File: src/rtl/t481_pkg.sv
// t481_pkg: shared widths, defaults and the S1 stage record for the t481
// arbiter slice.
//   NREQ_DEFAULT : default number of requesters
//   ID_W         : requester index width
//   VEC_W        : evaluator operand width (v0..v15)
//   CNT_W        : completed-response counter width
//   s1_t         : S1 payload {vec, id}
package t481_pkg;

    localparam int unsigned NREQ_DEFAULT = 4;
    localparam int unsigned ID_W         = 2;
    localparam int unsigned VEC_W        = 16;
    localparam int unsigned CNT_W        = 16;

    typedef struct packed {
        logic [VEC_W-1:0] vec;
        logic [ID_W-1:0]  id;
    } s1_t;

endpackage

File: src/rtl/t481.sv
// t481: combinational evaluator producing v160 from inputs v0..v15.
// v160 is the even-parity flag of v0..v15: 1 when an even number of the
// inputs are set.
// Ports:
//   v    : input,  VEC_W bits, bit k is evaluator input vk
//   v160 : output, 1 bit, evaluator result
module t481
    import t481_pkg::*;
(
    input  logic [VEC_W-1:0] v,
    output logic             v160
);

    assign v160 = ~(^v);

endmodule

File: src/rtl/t481_arb.sv
// t481_arb: round-robin arbiter feeding one shared t481 evaluator through a
// two-stage pipeline (S1 = captured operand + id, S2 = result + id).
// Ports:
//   clk       : input,  rising-edge clock
//   rst       : input,  synchronous active-high reset
//   req       : input,  NREQ bits, per-requester request level
//   vec       : input,  NREQ x VEC_W, per-requester operand
//   ack       : output, NREQ bits, one-hot accept strobe (combinational)
//   rsp_valid : output, result presented
//   rsp_ready : input,  downstream accepts the result
//   rsp_id    : output, ID_W bits, originating requester
//   rsp_data  : output, evaluator v160 for the captured operand
//   done_cnt  : output, CNT_W bits, completed response count (wraps)
module t481_arb
    import t481_pkg::*;
#(
    parameter int unsigned NREQ = NREQ_DEFAULT
) (
    input  logic                       clk,
    input  logic                       rst,
    input  logic [NREQ-1:0]            req,
    input  logic [NREQ-1:0][VEC_W-1:0] vec,
    output logic [NREQ-1:0]            ack,
    output logic                       rsp_valid,
    input  logic                       rsp_ready,
    output logic [ID_W-1:0]            rsp_id,
    output logic                       rsp_data,
    output logic [CNT_W-1:0]           done_cnt
);

    localparam int unsigned PTR_W = (NREQ > 1) ? $clog2(NREQ) : 1;

    logic [PTR_W-1:0] ptr_q, ptr_d;
    logic [PTR_W-1:0] win;
    logic             any_req;
    logic             grant;
    logic             stall;
    logic             s1_free;
    logic             s1_adv;
    logic             s1_valid_q;
    s1_t              s1_q;
    logic             v160;

    assign stall   = rsp_valid & ~rsp_ready;
    assign s1_free = ~s1_valid_q | ~stall;
    assign s1_adv  = s1_valid_q & ~stall;
    assign grant   = any_req & s1_free & ~rst;

    // Scan requesters starting at ptr; the first active one wins.
    always_comb begin
        int unsigned idx;
        idx     = 0;
        win     = '0;
        any_req = 1'b0;
        for (int unsigned k = 0; k < NREQ; k++) begin
            idx = (32'(ptr_q) + k) % NREQ;
            if (!any_req && req[idx[PTR_W-1:0]]) begin
                any_req = 1'b1;
                win     = idx[PTR_W-1:0];
            end
        end
    end

    always_comb begin
        ack   = '0;
        ptr_d = ptr_q;
        if (grant) begin
            ack[win] = 1'b1;
            ptr_d    = (32'(win) == NREQ - 1) ? '0 : win + 1'b1;
        end
    end

    t481 u_eval (
        .v    (s1_q.vec),
        .v160 (v160)
    );

    always_ff @(posedge clk) begin
        if (rst) begin
            ptr_q      <= '0;
            s1_valid_q <= 1'b0;
            s1_q       <= '0;
            rsp_valid  <= 1'b0;
            rsp_id     <= '0;
            rsp_data   <= 1'b0;
            done_cnt   <= '0;
        end else begin
            ptr_q <= ptr_d;

            // S1 reload wins over clearing so back-to-back grants have no bubble.
            if (grant) begin
                s1_q.vec   <= vec[win];
                s1_q.id    <= ID_W'(win);
                s1_valid_q <= 1'b1;
            end else if (s1_adv) begin
                s1_valid_q <= 1'b0;
            end

            if (s1_adv) begin
                rsp_valid <= 1'b1;
                rsp_id    <= s1_q.id;
                rsp_data  <= v160;
            end else if (rsp_valid && rsp_ready) begin
                rsp_valid <= 1'b0;
            end

            if (rsp_valid && rsp_ready) begin
                done_cnt <= done_cnt + 1'b1;
            end
        end
    end

endmodule
File: config.mk
export PLATFORM = sky130hd
export DESIGN_NAME = t481_arb
export DESIGN_NICKNAME = d
export VERILOG_FILES = /design/src/rtl/t481_pkg.sv /design/src/rtl/t481.sv /design/src/rtl/t481_arb.sv
export SDC_FILE = /design/constraint.sdc
export NUM_CORES = 1
export LEC_CHECK = 0
export BUFFER_PORTS_ARGS = -buffer_cell sky130_fd_sc_hd__buf_4
export CAP_MARGIN = 20
export CORE_UTILIZATION = 53
export CTS_CLUSTER_DIAMETER = 40
export DETAILED_ROUTE_END_ITERATION = 8
export HOLD_SLACK_MARGIN = 0.12
export PLACE_DENSITY = 0.86
export SLEW_MARGIN = 20
export SYNTH_ARGS = -nofsm -noshare
export SYNTH_HDL_FRONTEND = slang
export SYNTH_SLANG_ARGS = --single-unit
File: constraint.sdc
create_clock -name clk -period 3.3 [get_ports clk]
set_clock_uncertainty 0.05 [all_clocks]
set_input_delay 0.66 -clock clk [delete_from_list [all_inputs] [get_ports clk]]
set_output_delay 0.66 -clock clk [all_outputs]
set_load 0.1 [all_outputs]
==> impl_metrics.yaml <==
run_status:
  status: "finished clean"
worst_setup_path:
  reg2reg_from: "ptr_q[1]$_SDFFE_PP0P_"
  r2r_end: "s1_q[11]$_SDFFE_PP0P_"
  arrival_ns: 2.15
  critPathBufInv: 3
  cp-start-kind: "input pin"
  r2r_cells: 7
  endpoint_kind: "output pin"
  path_class: "in -> out"
  r2r_slack_ns: 1.25
  path_cells: "buf_4 -> and2b_4 -> a21o_1 -> a211o_1 -> buf_4 -> nor3_2 -> buf_4"
  critical-path-max-stage-delay_ns: 0.31
  cp_slowest_cell: "a211o_1"
  path_common_cell: "buf_4"
  path_max_fanout: 18
  worstPathRequired_ns: 2.59
  crit_family: "buffers and inverters"
synth:
  synthesis.area_mm2: 0.00242
  synth_fp_nets: 357
  synth_edf_count: 0
  synth_area_per_cell_um2: 8.51
  synth_largest_area_cell: "dfxtp_1"
  ys.flop_type: "dfxtp_1"
  yosys.area.top_type_share_pct: 34.0
  synth_area_leaders: "dfxtp_1 34%, a211oi_1 9.9%, o21a_1 9.9%"
  synth.distinct_cells: 35
  synthTopCellsByCount: "41 x dfxtp_1, 32 x a211oi_1, 32 x o21a_1"
  synth_warnings: 0
  ys_seq_elements: 41
  synth.most_common_cell: "dfxtp_1"
  async_reset_ff_share_pct: 0
  yosysSeqAreaShare_pct: 34.0
  synthCells: 284
die:
  die_y_um: 69.5
  start_util_pct: 55.5
  pin_count: 95
  die-area_mm2: 0.00483
  die_width_um: 69.5
  core.rowCount: 24
  coreArea_mm2: 0.00435
place:
  io_buffers: 94
  hpwlAfterDp_mm: 4.46
  postPlaceCellArea_mm2: 0.00316
  gp_congestion: 0.790
route:
  avgRoutedWirePerCell_um: 14.6
  totalWireLength_mm: 6.16
  drc: 0
  drtAntennaViolNets: 0
  vias: 2413
  drtIter0Drc: 151
  dr.pass1.iters: 4
  routed_via_density: 5.73
sta:
  tightest_slew_ns: 0.485
  finalSetupViolCount: 0
  hold_viol: 0
  fmax_mhz: 350
  period_share_pct: 86.6
  period_minus_slack_ns: 2.86
  rsz0062_at_grt: "no"
  slew-limit-headroom_pct: 67.4
  drv_slew: 0
min_path:
  min_path_cells: 1
  min_path_type: "reg -> reg"
  hold_start: "ptr_q[0]$_SDFFE_PP0P_"
  hold_path_end: "ptr_q[0]$_SDFFE_PP0P_"
clock_network:
  clk_pin_slew_ns: 0.08
  cts_tree: "yes"
  cts-root-buf: "clkbuf_8"
  postCtsHoldBufs: 0
  clk_latency_ns: 0.30
  cts_buffers: 5
  cts_setup_buffers: 0
  cts.path.max_buffers: 2
  cts_max_level: 2
  clock_sinks: 41
  cts_resized: 0
power:
  p_leak_nw: 1.29
  power_mw: 1.92
  p_per_area_mw_per_mm2: 589
  ir_drop_uv: 285
final_layout:
  antenna_cells: 0
  fin_nets: 441
  multi_input_area_mm2: 0.00148
  synthToLayoutAreaGrowth_pct: 34.6
  fillers: 353
  finalInstanceArea_mm2: 0.00325
  final_layout_size_suffix_gt1_share_pct: 32.2
  register_area_um2: 821
global_route:
  grtUsageTotal_pct: 25.8
  grt_pass1_vias: 2398
  grt_start_max_net_pins: 43
  grt_pass1_wl_mm: 10.2
  antenna_found_initial: 0
  grt_overflow_total: 0
job:
  max_cap_violations: 0
[cell type report]
| cell class | instances | area share [%] |
|---|---|---|
| tap | 52 | 2.00 |
| sequential | 41 | 25.2 |
| multi-input combinational | 209 | 45.5 |
| timing repair buffer | 101 | 23.3 |
| inverter | 10 | 1.15 |
| clock buffer | 5 | 2.12 |
| clock inverter | 3 | 0.693 |
[worst max path at each step]
stage / from / end / depth (start not counted)
floorplan: req[2] / ack[1] / 6
finish: req[2] / ack[1] / 7
global route: req[2] / ack[1] / 7
detailed placement: req[2] / ack[1] / 7
CTS: req[2] / ack[1] / 7
global placement: req[2] / ack[1] / 7
[stage by stage]
stage | utilization [%] | setup WS (ns) | cells | setup TNS (ns) | hold slack [ns]
floorplan | - | -0.244 | 284 | -0.472 | 0.387
global placement | 72.6 | 0.463 | 413 | 0 | 0.397
detailed placement | 72.6 | 0.460 | 413 | 0 | 0.411
CTS | 74.7 | 0.451 | 421 | 0 | 0.445
global route | 74.7 | 0.393 | 421 | 0 | 0.472
finish | 74.7 | 0.442 | 421 | 0 | 0.445
[cells by family after synthesis]
group	Yosys count	share of synthesized area [%]
XOR/XNOR	25	9.06
AO/OA/AOI/OAI	103	31.4
flip-flops	41	34.0
adder cells (fa/ha/maj)	2	1.04
multiplexers	2	0.829
AND/OR/NAND/NOR	77	17.8
buffers and inverters	34	5.96
[cell usage in the layout, fill, tap and decap left out, drive strengths merged, types with 2 or more instances in the layout]
cell type | netlist | routed
o21a | 32 | 32
nor2b | 2 | 2
nand2 | 9 | 9
nand3b | 19 | 19
xor2 | 3 | 3
nand4 | 2 | 2
clkinv | 0 | 3
o21ai | 7 | 7
a211o | 2 | 2
nor2 | 19 | 19
buf | 9 | 101
nand3 | 5 | 5
or2 | 2 | 2
dfxtp | 41 | 41
nand2b | 3 | 3
clkbuf | 15 | 5
o31ai | 17 | 17
a21oi | 9 | 9
mux2i | 2 | 2
ha | 2 | 2
inv | 10 | 10
a211oi | 32 | 32
xnor2 | 22 | 22
or3 | 7 | 7
nor3 | 5 | 5
[registers in the layout (all words and copies together) (netlist names)]
signal      cells
rsp_valid       1
done_cnt       16
rsp_data        1
ptr_q           2
s1_valid_q      1
rsp_id          2
s1_q           18
[report_power, final]
group	switching, mW	internal [mW]
combinational	0.528	0.412
sequential	0.0629	0.580
clock	0.182	0.150
total	0.774	1.14
[metal layers]
metal	track usage (%)	vias up	part of all wire [%]	routed length [um]
met5	0	-	0	0
met4	9.07	0	2.3	140
met3	5.96	14	5.2	320
met2	46.3	82	50	3090
met1	29.9	1115	42	2610
li1	-	1202	-	-
Power figures use the tool's default switching activity.
